**config.mk**
```make
export PLATFORM = sky130hd
export DESIGN_NAME = uart_rx_cmd_framer
export DESIGN_NICKNAME = d
export VERILOG_FILES = /design/src/rtl/uart_rx_cmd_framer.sv
export SDC_FILE = /design/constraint.sdc
export NUM_CORES = 1
export LEC_CHECK = 0
export CORE_ASPECT_RATIO = 1.25
export CORE_MARGIN = 4
export CORE_UTILIZATION = 50
export DETAILED_ROUTE_END_ITERATION = 7
export PLACE_DENSITY = 0.76
export SYNTH_ARGS = -nofsm -noshare
export SYNTH_HDL_FRONTEND = slang
export SYNTH_SLANG_ARGS = --single-unit
```
**constraint.sdc**
```tcl
create_clock -name clk -period 3.2 [get_ports clk]
set_clock_uncertainty 0.15 [all_clocks]
set_input_delay 0.96 -clock clk [delete_from_list [all_inputs] [get_ports clk]]
set_output_delay 0.96 -clock clk [all_outputs]
set_load 0.01 [all_outputs]
```
**src/rtl/uart_rx_cmd_framer.sv**
```systemverilog
// Assembles UART byte strobes into header+payload command frames and presents
// them on a valid/ready interface, flagging bad length, timeout and overrun.
module uart_rx_cmd_framer #(
  parameter int NBITS          = 8,
  parameter int MAX_PAYLOAD    = 4,
  parameter int TIMEOUT_CYCLES = 50000
) (
  input  logic                         clk,
  input  logic                         rst,
  input  logic                         i_rx_done,
  input  logic [NBITS-1:0]             i_rx_data,
  output logic                         o_cmd_valid,
  input  logic                         i_cmd_ready,
  output logic [3:0]                   o_opcode,
  output logic [3:0]                   o_length,
  output logic [MAX_PAYLOAD*NBITS-1:0] o_payload,
  output logic                         o_err,
  output logic [1:0]                   o_err_code,
  output logic                         o_busy
);

  localparam int CW = $clog2(TIMEOUT_CYCLES);
  localparam logic [CW-1:0] CNT_LAST = CW'(TIMEOUT_CYCLES - 1);
  localparam logic [3:0]    MAX_LEN  = 4'(MAX_PAYLOAD);

  typedef enum logic [1:0] {IDLE, PAYLOAD, HOLD} state_t;

  state_t                       state, state_nx;
  logic [3:0]                   opcode_nx, length_nx, idx, idx_nx;
  logic [MAX_PAYLOAD*NBITS-1:0] payload_nx;
  logic [CW-1:0]                cnt, cnt_nx;
  logic                         err_nx;
  logic [1:0]                   code_nx;
  logic                         take_header;

  always_comb begin
    state_nx    = state;
    opcode_nx   = o_opcode;
    length_nx   = o_length;
    payload_nx  = o_payload;
    idx_nx      = idx;
    cnt_nx      = cnt;
    err_nx      = 1'b0;
    code_nx     = o_err_code;
    take_header = 1'b0;

    case (state)
      IDLE: take_header = i_rx_done;
      PAYLOAD: begin
        if (i_rx_done) begin
          for (int unsigned k = 0; k < MAX_PAYLOAD; k++) begin
            if (4'(k) == idx) payload_nx[k*NBITS +: NBITS] = i_rx_data;
          end
          idx_nx = idx + 4'd1;
          cnt_nx = '0;
          if (idx + 4'd1 == o_length) state_nx = HOLD;
        end else if (cnt == CNT_LAST) begin
          err_nx   = 1'b1;
          code_nx  = 2'b10;
          cnt_nx   = '0;
          state_nx = IDLE;
        end else begin
          cnt_nx = cnt + 1'b1;
        end
      end
      HOLD: begin
        // A byte arriving with ready completes the handshake and is the next header.
        if (i_cmd_ready) begin
          state_nx    = IDLE;
          take_header = i_rx_done;
        end else if (i_rx_done) begin
          err_nx  = 1'b1;
          code_nx = 2'b11;
        end
      end
      default: state_nx = IDLE;
    endcase

    if (take_header) begin
      opcode_nx  = i_rx_data[7:4];
      length_nx  = i_rx_data[3:0];
      payload_nx = '0;
      idx_nx     = '0;
      if (i_rx_data[3:0] > MAX_LEN) begin
        err_nx   = 1'b1;
        code_nx  = 2'b01;
        state_nx = IDLE;
      end else if (i_rx_data[3:0] == 4'd0) begin
        state_nx = HOLD;
      end else begin
        cnt_nx   = '0;
        state_nx = PAYLOAD;
      end
    end
  end

  always_ff @(posedge clk or posedge rst) begin
    if (rst) begin
      state       <= IDLE;
      o_opcode    <= '0;
      o_length    <= '0;
      o_payload   <= '0;
      idx         <= '0;
      cnt         <= '0;
      o_err       <= 1'b0;
      o_err_code  <= '0;
      o_cmd_valid <= 1'b0;
      o_busy      <= 1'b0;
    end else begin
      state       <= state_nx;
      o_opcode    <= opcode_nx;
      o_length    <= length_nx;
      o_payload   <= payload_nx;
      idx         <= idx_nx;
      cnt         <= cnt_nx;
      o_err       <= err_nx;
      o_err_code  <= code_nx;
      o_cmd_valid <= (state_nx == HOLD);
      o_busy      <= (state_nx != IDLE);
    end
  end

endmodule

```
# Yosys cells after proc, flatten, opt, wreduce, memory -nomap -nowiden
# Index checks and enable logic that the tools add are counted.
# totals
register_bits	67
inputBits	12
out_inout_bits	45
wordCells	79
# op_classes
n_addsub	2
n_lt_le_gt_ge	1
eq_ne	8
mux	40
reduce_logical	15
# op_table
cell	n
$mux W16	6
$mux W32	3
$mux W8	4
$mux W2	13
$add A16 B1 Y16 const B	1
$eq A16 B16 Y1 const B	1
$reduce_bool A2 Y1	7
$mux W4	3
$reduce_and A3 Y1	4
$eq A2 B4 Y1 const A	2
$logic_not A4 Y1	2
$mux W1	7
$pmux W2 S3	1
$add A4 B1 Y4 const B	1
$eq A1 B4 Y1 const A	1
$eq A2 B2 Y1 const B	2
$eq A4 B4 Y1	1
$gt A4 B3 Y1 const B	1
$pmux W1 S2	2
$pmux W2 S2	1
$eq A2 B1 Y1 const B	1
$logic_not A2 Y1	1
$reduce_and A2 Y1	1

# Longest topological paths before layout
# Gate-level depths: netlist of run 1.
# depth
word_depth	7
mapped_depth	9
mapped_depth_nobuf	7

# Least setup slack after synthesis of run 1
# OpenSTA, ideal clock, no wires.
# synth_timing
path_kind	input to register
from	in i_cmd_ready
to	reg o_payload[24]
setup_ns	0.125
arrival_time_ns	2.343
required_ns	2.925
path_slack_ns	0.582
cell_stages	5
path_buffers	1
path_cell_list	a21o_1 -> and2_1 -> clkbuf_1 -> o21ai_1 -> mux2_2
# synth_between
elab_chain_cells	4
# synth_lines
item	line_no	rtl
start, declared	13	input logic i_cmd_ready,
$mux W1 *	68	if (i_cmd_ready) begin
$pmux W1 S2 *	47	case (state)
$reduce_bool A2 Y1 (no source line)	--	
$reduce_and A3 Y1 (no source line)	--	
end signal, assigned	113	o_payload <= payload_nx;
end, declared	16	output logic [MAX_PAYLOAD*NBITS-1:0] o_payload,
# Every way passes the cells marked *; elsewhere a longest branch is shown, timed or not.
# A chain may end at the register's enable or synchronous reset.

# Worst setup path in the final report of run 1
# layout_timing
from	in i_cmd_ready
to	reg o_payload[5]
# The elaborated chain is that of the path after synthesis.

==> results of run 1 <==
flip-flops by register name, indices dropped and copies added (netlist names):
| signal | count |
|---|---|
| o_payload | 32 |
| cnt | 16 |
| idx | 4 |
| o_length | 4 |
| o_opcode | 4 |
| o_err_code | 2 |
| state | 2 |
| o_busy | 1 |
| o_cmd_valid | 1 |
| o_err | 1 |
kinds of logic after synthesis:
family	after synthesis
AND/OR/NAND/NOR	113
flip-flops	67
multiplexers	37
AO/OA/AOI/OAI	31
XOR/XNOR	18
buffers and inverters	16
adder cells (fa/ha/maj)	9
synthesized netlist by cell type (2+ instances only):
| cell type | number | share of area (%) |
|---|---|---|
| mux2i_1 | 2 | 0.63 |
| inv_1 | 9 | 1.1 |
| xor2_1 | 5 | 1.4 |
| nand3_1 | 9 | 1.4 |
| xnor2_1 | 13 | 3.6 |
| o31ai_1 | 3 | 0.71 |
| clkbuf_1 | 5 | 0.59 |
| ha_1 | 9 | 3.5 |
| and2_1 | 8 | 1.6 |
| nand2_1 | 43 | 5.1 |
| and3_1 | 5 | 0.98 |
| mux2_2 | 35 | 12 |
| nand2b_1 | 2 | 0.39 |
| o211a_1 | 2 | 0.63 |
| nand4_1 | 5 | 0.98 |
| o21ai_0 | 7 | 1.1 |
| dfrtp_1 | 67 | 53 |
| a31oi_1 | 2 | 0.39 |
| a21oi_1 | 5 | 0.78 |
| nor2b_1 | 3 | 0.59 |
| and4_1 | 2 | 0.55 |
| nor3_1 | 6 | 0.94 |
| nor2_1 | 22 | 2.6 |
| a21o_1 | 3 | 0.71 |
worst min-delay path by stage:
| stage | start | endpoint | slack, ns | depth (start not counted) |
|---|---|---|---|---|
| 3_5_place_dp | o_opcode[0] | o_opcode[0] | 0.32 | 2 |
| 5_1_grt | o_opcode[0] | o_opcode[0] | 0.37 | 2 |
| 6_report | o_opcode[3] | o_opcode[3] | 0.35 | 2 |
| 3_3_place_gp | o_opcode[0] | o_opcode[0] | 0.32 | 2 |
| 4_1_cts | o_opcode[0] | o_opcode[0] | 0.35 | 2 |
| 2_1_floorplan | idx[3] | idx[3] | 0.36 | 1 |
per-stage QoR:
stage / setup WS (ns) / hold slack (ns) / instances
2_1_floorplan: 0.407 / 0.362 / 291
3_3_place_gp: 0.272 / 0.321 / 435
3_5_place_dp: 0.210 / 0.321 / 435
4_1_cts: 0.560 / 0.347 / 451
5_1_grt: 0.490 / 0.371 / 451
6_report: 0.559 / 0.346 / 451
layout make-up:
cell class / instances / share of cell area, %
sequential: 67 / 40.7
multi-input combinational: 208 / 35.3
timing repair buffer: 66 / 16.0
clock buffer: 10 / 3.34
tap: 85 / 2.58
clock inverter: 6 / 1.19
inverter: 9 / 0.821
placed cells by master, fill, tap and decap left out, types with 3 or more instances in the layout:
master | netlist | routed
a21o_1 | 3 | 3
a21oi_1 | 5 | 5
and2_1 | 8 | 8
and3_1 | 5 | 5
buf_4 | 1 | 8
clkbuf_8 | 0 | 10
clkdlybuf4s50_1 | 0 | 56
clkinvlp_4 | 0 | 3
dfrtp_1 | 67 | 67
ha_1 | 9 | 9
inv_1 | 9 | 8
mux2_2 | 35 | 35
nand2_1 | 43 | 43
nand3_1 | 9 | 9
nand4_1 | 5 | 5
nor2_1 | 22 | 22
nor2b_1 | 3 | 3
nor3_1 | 6 | 6
o21ai_0 | 7 | 7
o31ai_1 | 3 | 3
xnor2_1 | 13 | 13
xor2_1 | 5 | 5
report_power, final:
part | leakage (nW) | total [mW] | switching, mW | internal (mW)
clock | 0.0855 | 0.654 | 0.346 | 0.309
sequential | 0.866 | 1.28 | 0.175 | 1.11
combinational | 0.901 | 1.27 | 0.537 | 0.737
tightest hold or removal path, cell delays in order, from the launching register on:
cell	delay [ns]
dfrtp_1	0.35
nand2_1	0.05
nand2_1	0.06
per-layer routing:
layer  vias up  part of all wire [%]  GRT usage [%]
li1       1147                     -              -
met1      1167                    41           22.8
met2        57                    51           33.8
met3        11                   6.8           7.33
met4         0                   1.3           6.35
met5         -                     0              0
==> results.sh, run 1 <==
export IMPL_r2r_start="state[0]"
export IMPL_p_per_area_nw_per_um2=780
export IMPL_cp_startpoint="i_cmd_ready"
export IMPL_worst_slew_pin_slew_ns=0.611
export IMPL_crit_buf_inv=1
export IMPL_r2r_end="o_payload[5]"
export IMPL_antenna_cells=0
export IMPL_root_buffer="clkbuf_8"
export IMPL_first_pass_iters=4
export IMPL_rows=32
export IMPL_synth_seq_cells=67
export IMPL_setup_viol=0
export IMPL_grt_pass1_wl_mm=12.1
export IMPL_yosys_area_share_simple_pct=17.3
export IMPL_synth_flop_cell="dfrtp_1"
export IMPL_clock_latency_ns=0.34
export IMPL_crit_path_max_incr_delay_ns=0.43
export IMPL_core_area_um2=6210
export IMPL_io_pins=57
export IMPL_max_slew_margin_pct=59.2
export IMPL_crit_family="compound AO/OA/AOI/OAI gates"
export IMPL_grt_usage_pct=19.9
export IMPL_cts_inserted_buffers=9
export IMPL_dieHeight_um=97.3
export IMPL_cts_hold_buf=0
export IMPL_clk_path_buf_depth=2
export IMPL_clk_pin_slew_worst_paths_ns=0.08
export IMPL_hp_class="reg -> reg"
export IMPL_ys_types=43
export IMPL_ctsResizeCount=0
export IMPL_worstSetupStartpointType="primary input"
export IMPL_avgSynthCellArea_um2=11.0
export IMPL_fin_tns_setup_ns=0
export IMPL_synthAdderAreaFrac_pct=3.53
export IMPL_cp_arrival_ns=2.72
export IMPL_cts_tree="done"
export IMPL_drive_above_1_share_pct=19.1
export IMPL_port_buffer_count=56
export IMPL_dieArea_um2=7740
export IMPL_drc=0
export IMPL_synthMuxAreaShare_pct=13.0
export IMPL_netlist_instances=291
export IMPL_power_mw=3.21
export IMPL_cts_sinks=67
export IMPL_fin_util_pct=66.3
export IMPL_critPathSlowestCell="clkdlybuf4s50_1"
export IMPL_maxSlewViolCount=0
export IMPL_finalHoldViolations=0
export IMPL_place_congestion=0.896
export IMPL_reg2reg_depth=6
export IMPL_grt_pass1_vias=2557
export IMPL_hpwlAfterDp_mm=4.98
export IMPL_grt_max_degree=28
export IMPL_netlist_area_um2=3190
export IMPL_final_area_um2=4120
export IMPL_drv_cap=0
export IMPL_wl_per_cell_um=15.3
export IMPL_routed_wl_mm=6.91
export IMPL_rrSetupSlack_ns=0.81
export IMPL_synth_compound_area_share_pct=6.78
export IMPL_synth_top_family_by_area="simple AND/OR/NAND/NOR gates"
export IMPL_synth_nets=312
export IMPL_first_iter_violations=96
export IMPL_worst_path_stages=5
export IMPL_status="finished clean"
export IMPL_worstSetupEndpointType="flip-flop"
export IMPL_cts_htree_levels=3
export IMPL_routed_via_count=2382
export IMPL_postCtsSetupRepairBufs=0
export IMPL_overflow=0
export IMPL_rsz0062_at_grt="no"
export IMPL_synth_edf_count=0
export IMPL_ir_drop_uv=556
export IMPL_final_nets=382
export IMPL_period_share_pct=82.5
export IMPL_p_leak_nw=1.85
export IMPL_period_needed_ns=2.64
export IMPL_initial_core_util_pct=51.5
export IMPL_multi_input_area_um2=1450
export IMPL_crit_chain="clkdlybuf4s50_1 > a21o_1 > o211a_1 > nand2_1 > mux2_2"
export IMPL_area_growth_pct=28.9
export IMPL_critical_path_class="in -> reg"
export IMPL_endpoint="o_payload[5]"
export IMPL_die_x_um=79.5
export IMPL_ant_nets=0
export IMPL_cp_required_ns=3.28
export IMPL_ys_seq_area_share_pct=52.5
export IMPL_synth_xor_xnor_area_share_pct=4.94
export IMPL_place_area_um2=3930
export IMPL_vias_per_cell=5.28
export IMPL_fmax_mhz=379
export IMPL_async_flop_share_pct=100
export IMPL_crit_fanout=10
export IMPL_ys_warn_count=0
export IMPL_seqCellArea_um2=1680
export IMPL_antenna_found_initial=0
export IMPL_fillers=492
Power figures use the tool's default switching activity.
==> run 2, diff against run 1 <==
Clock period 3.2 ns to 2.5 ns, I/O delays scaled along.
==> results.sh, run 2 (same netlist as run 1, synthesis figures left out) <==
export IMPL_top_register="o_payload"
export IMPL_whs_ns=0.337
export IMPL_cts_inserted_buffers=9
export IMPL_largest_reg_flops=32
export IMPL_area_growth_pct=34.1
export IMPL_p_leak_nw=1.95
export IMPL_final_common_cell="dfrtp_1"
export IMPL_hpwlAfterDp_mm=5.00
export IMPL_period_needed_ns=2.39
export IMPL_place_congestion=0.910
export IMPL_worst_slew_pin_slew_ns=0.379
export IMPL_initial_core_util_pct=51.5
export IMPL_cts_htree_levels=3
export IMPL_ant_nets=0
export IMPL_layout_common_cells="dfrtp_1, clkdlybuf4s50_1, nand2_1"
export IMPL_reg2reg_depth=5
export IMPL_antenna_cells=0
export IMPL_clk_pin_slew_worst_paths_ns=0.08
export IMPL_rsz0062_at_grt="no"
export IMPL_dp_slack_ns=-0.0999
export IMPL_cts_sinks=67
export IMPL_port_buffer_count=56
export IMPL_first_pass_iters=4
export IMPL_cts_tree="done"
export IMPL_period_share_pct=95.5
export IMPL_die_x_um=79.5
export IMPL_routed_wl_mm=6.96
export IMPL_dieArea_um2=7740
export IMPL_fin_ws_ns=0.113
export IMPL_drc=0
export IMPL_io_pins=57
export IMPL_grt_pass1_wl_mm=11.9
export IMPL_wl_per_cell_um=15.0
export IMPL_ir_drop_uv=883
export IMPL_core_area_um2=6210
export IMPL_vias_per_cell=5.27
export IMPL_drv_cap=0
export IMPL_max_slew_margin_pct=74.6
export IMPL_r2r_end="o_busy"
export IMPL_r2r_start="cnt[5]"
export IMPL_clk_path_buf_depth=2
export IMPL_cts_hold_buf=0
export IMPL_rows=32
export IMPL_grt_usage_pct=19.9
export IMPL_finalHoldViolations=0
export IMPL_status="finished clean"
export IMPL_maxSlewViolCount=0
export IMPL_root_buffer="clkbuf_8"
export IMPL_critical_path_class="reg -> reg"
export IMPL_crit_fanout=6
export IMPL_ctsResizeCount=0
export IMPL_setup_viol=0
export IMPL_cp_arrival_ns=2.44
export IMPL_antenna_found_initial=0
export IMPL_postCtsSetupRepairBufs=0
export IMPL_fin_util_pct=69.0
export IMPL_first_iter_violations=122
export IMPL_p_per_area_nw_per_um2=1020
export IMPL_cp_required_ns=2.56
export IMPL_grt_max_degree=68
export IMPL_rrSetupSlack_ns=0.11
export IMPL_routed_via_count=2444
export IMPL_final_nets=395
export IMPL_grt_pass1_vias=2541
export IMPL_worstSetupEndpointType="flip-flop"
export IMPL_hp_class="reg -> reg"
export IMPL_reg_top3="o_payload (32), cnt (16)"
export IMPL_dieHeight_um=97.3
export IMPL_hold_end="o_opcode[1]"
export IMPL_overflow=0
export IMPL_clock_latency_ns=0.35
export IMPL_drive_above_1_share_pct=21.9
export IMPL_fmax_mhz=419
export IMPL_min_delay_start="o_opcode[1]"
export IMPL_min_path_cells=2
export IMPL_worstSetupStartpointType="flip-flop"
-- run 2: changes by cell type in the layout (fill, tap and decap cells not counted), sizes merged --
cell / change
clkinv: +2
buf: +13
inv: -2
bufinv: +2
clkinvlp: -1
clkbuf: -1
-- run 2: layout make-up --
cell class	count	area [um^2]
clock buffers	9	124
clock inverters	7	101
fillers	455	1920
inverters	9	37.5
multi-input cells	208	1450
flip-flops and latches	67	1680
well taps	85	106
repair buffers	79	783
-- run 2: critical path: stages, from the launching register on --
cell and delay (ns):
dfrtp_1 0.44, or4b_1 0.53, or4_4 0.60, o21ai_2 0.23
a21o_1 0.18, nand4_1 0.11
-- run 2: metal layers --
metal	part of all wire (%)	vias to the layer above	global-route usage, %
met3	5.5	12	5.57
met4	1.6	0	9.66
li1	-	1171	-
met5	0	-	0
met1	43	1200	24.5
met2	50	61	31.8
-- run 2: worst max path at each step --
stage	startpoint	end	cells after the start
after floorplan	i_cmd_ready	o_payload[24]	5
after global placement	i_cmd_ready	o_payload[30]	6
after detailed placement	i_cmd_ready	o_payload[31]	6
after CTS	cnt[5]	o_busy	5
after global routing	cnt[5]	o_busy	5
final	cnt[5]	o_busy	5
-- run 2: power breakdown --
part           internal, mW  total, mW  switching (mW)
Clock                 0.569       1.01           0.441
Combinational          1.01       1.71           0.707
Sequential             1.42       1.64           0.221
Total                  3.00       4.37            1.37
-- run 2: per-stage QoR --
step           TNS (ns)  cell area, um^2  power [mW]  cells
2_1_floorplan         0             3200        2.45    291
3_3_place_gp      -2.60             4060        3.34    448
4_1_cts               0             4280        4.42    464
6_report              0             4280        4.37    464
5_1_grt               0             4280        4.63    464
3_5_place_dp      -3.29             4060        3.38    448
==> run 3, diff against run 2 <==
Settings changed: CTS_BUF_LIST from default to sky130_fd_sc_hd__clkbuf_16, TNS_END_PERCENT from default to 10.
==> results.sh, run 3 (same netlist as run 1, synthesis figures left out) <==
export IMPL_status="finished clean"
export IMPL_core_area_um2=6210
export IMPL_hp_class="reg -> reg"
export IMPL_antenna_found_initial=0
export IMPL_dieArea_um2=7740
export IMPL_area_growth_pct=37.3
export IMPL_rows=32
export IMPL_final_nets=395
export IMPL_critPathSlowestCell="or4_4"
export IMPL_fmax_mhz=422
export IMPL_cp_startpoint="cnt[5]"
export IMPL_cts_hold_buf=0
export IMPL_maxSlewViolCount=0
export IMPL_drive_above_1_share_pct=21.9
export IMPL_wl_per_cell_um=15.2
export IMPL_postCtsSetupRepairBufs=0
export IMPL_p_leak_nw=2.00
export IMPL_layout_common_cells="dfrtp_1, clkdlybuf4s50_1, nand2_1"
export IMPL_io_pins=57
export IMPL_grt_pass1_vias=2559
export IMPL_reg_top3="o_payload (32), cnt (16)"
export IMPL_crit_chain="or4b_1 > or4_4 > o21ai_2 > a21o_1 > nand4_1"
export IMPL_routed_via_count=2422
export IMPL_first_iter_violations=127
export IMPL_overflow=0
export IMPL_crit_buf_inv=0
export IMPL_cts_inserted_buffers=9
export IMPL_worst_slew_pin_slew_ns=0.377
export IMPL_drv_cap=0
export IMPL_clk_pin_slew_worst_paths_ns=0.06
export IMPL_crit_path_max_incr_delay_ns=0.60
export IMPL_rsz0062_at_grt="no"
export IMPL_dp_slack_ns=-0.0999
export IMPL_hpwlAfterDp_mm=5.00
export IMPL_cp_arrival_ns=2.41
export IMPL_worstSetupStartpointType="flip-flop"
export IMPL_root_buffer="clkbuf_16"
export IMPL_fin_ws_ns=0.128
export IMPL_largest_reg_flops=32
export IMPL_initial_core_util_pct=51.5
export IMPL_cts_htree_levels=3
export IMPL_rrSetupSlack_ns=0.13
export IMPL_period_share_pct=94.9
export IMPL_max_slew_margin_pct=74.6
export IMPL_p_per_area_nw_per_um2=1080
export IMPL_grt_max_degree=68
export IMPL_final_common_cell="dfrtp_1"
export IMPL_finalHoldViolations=0
export IMPL_place_congestion=0.910
export IMPL_antenna_cells=0
export IMPL_first_pass_iters=5
export IMPL_min_delay_start="o_opcode[1]"
export IMPL_clk_path_buf_depth=2
export IMPL_period_needed_ns=2.37
export IMPL_die_x_um=79.5
export IMPL_critical_path_class="reg -> reg"
export IMPL_crit_family="simple AND/OR/NAND/NOR gates"
export IMPL_ant_nets=0
export IMPL_grt_usage_pct=20.0
export IMPL_clock_latency_ns=0.33
export IMPL_drc=0
export IMPL_cp_required_ns=2.54
export IMPL_worstSetupEndpointType="flip-flop"
export IMPL_cts_tree="done"
export IMPL_crit_fanout=6
export IMPL_dieHeight_um=97.3
export IMPL_whs_ns=0.332
export IMPL_top_register="o_payload"
export IMPL_vias_per_cell=5.22
export IMPL_ir_drop_uv=742
export IMPL_grt_pass1_wl_mm=12.0
export IMPL_setup_viol=0
export IMPL_routed_wl_mm=7.05
export IMPL_port_buffer_count=56
export IMPL_cts_sinks=67
export IMPL_ctsResizeCount=0
export IMPL_r2r_start="cnt[5]"
==> run 3: cell counts in the layout (fill, tap and decap cells not counted) <==
No cell type changed its count.
==> run 3: path summary, 6_finish.rpt <==
| check | to | cells past startpoint |
|---|---|---|
| worst max-delay path | o_busy | 5 |
| max in group asynchronous | cnt[1] | 3 |
| worst max register to register | o_busy | 5 |
| worst min register to register | o_opcode[1] | 2 |
| min in group asynchronous | state[1] | 3 |
| worst min-delay path | o_opcode[1] | 2 |
==> run 3: power breakdown <==
group          leakage [nW]  internal [mW]  switching (mW)
sequential            0.866           1.42           0.222
combinational         0.972           1.01           0.708
clock                 0.158          0.880           0.488
==> run 3: worst reg2reg max path: stages (launching register included) <==
cell	delay [ns]
dfrtp_1	0.44
or4b_1	0.54
or4_4	0.60
o21ai_2	0.22
a21o_1	0.18
nand4_1	0.11
==> run 3: layout make-up <==
| type | count | area, um^2 |
|---|---|---|
| fillers | 445 | 1820 |
| flip-flops and latches | 67 | 1680 |
| multi-input cells | 208 | 1450 |
| repair buffers | 79 | 783 |
| clock buffers | 9 | 225 |
| well taps | 85 | 106 |
| clock inverters | 7 | 101 |
| inverters | 9 | 37.5 |
==> run 3: routing by layer <==
metal	GRT usage [%]	vias to the layer above	wire, um
met5	0	-	0
met4	7.14	0	121
met3	6.77	12	447
met2	32.2	60	3570
met1	24.8	1179	2910
li1	-	1171	-
==> run 3: through the flow <==
stage | std cells | utilization [%] | area [um^2] | total power, mW | setup TNS, ns
2_1_floorplan | 291 | - | 3200 | 2.45 | 0
3_3_place_gp | 448 | 65.4 | 4060 | 3.34 | -2.60
3_5_place_dp | 448 | 65.4 | 4060 | 3.38 | -3.29
4_1_cts | 464 | 70.6 | 4380 | 4.78 | 0
5_1_grt | 464 | 70.6 | 4380 | 5.00 | 0
6_report | 464 | 70.6 | 4380 | 4.73 | 0
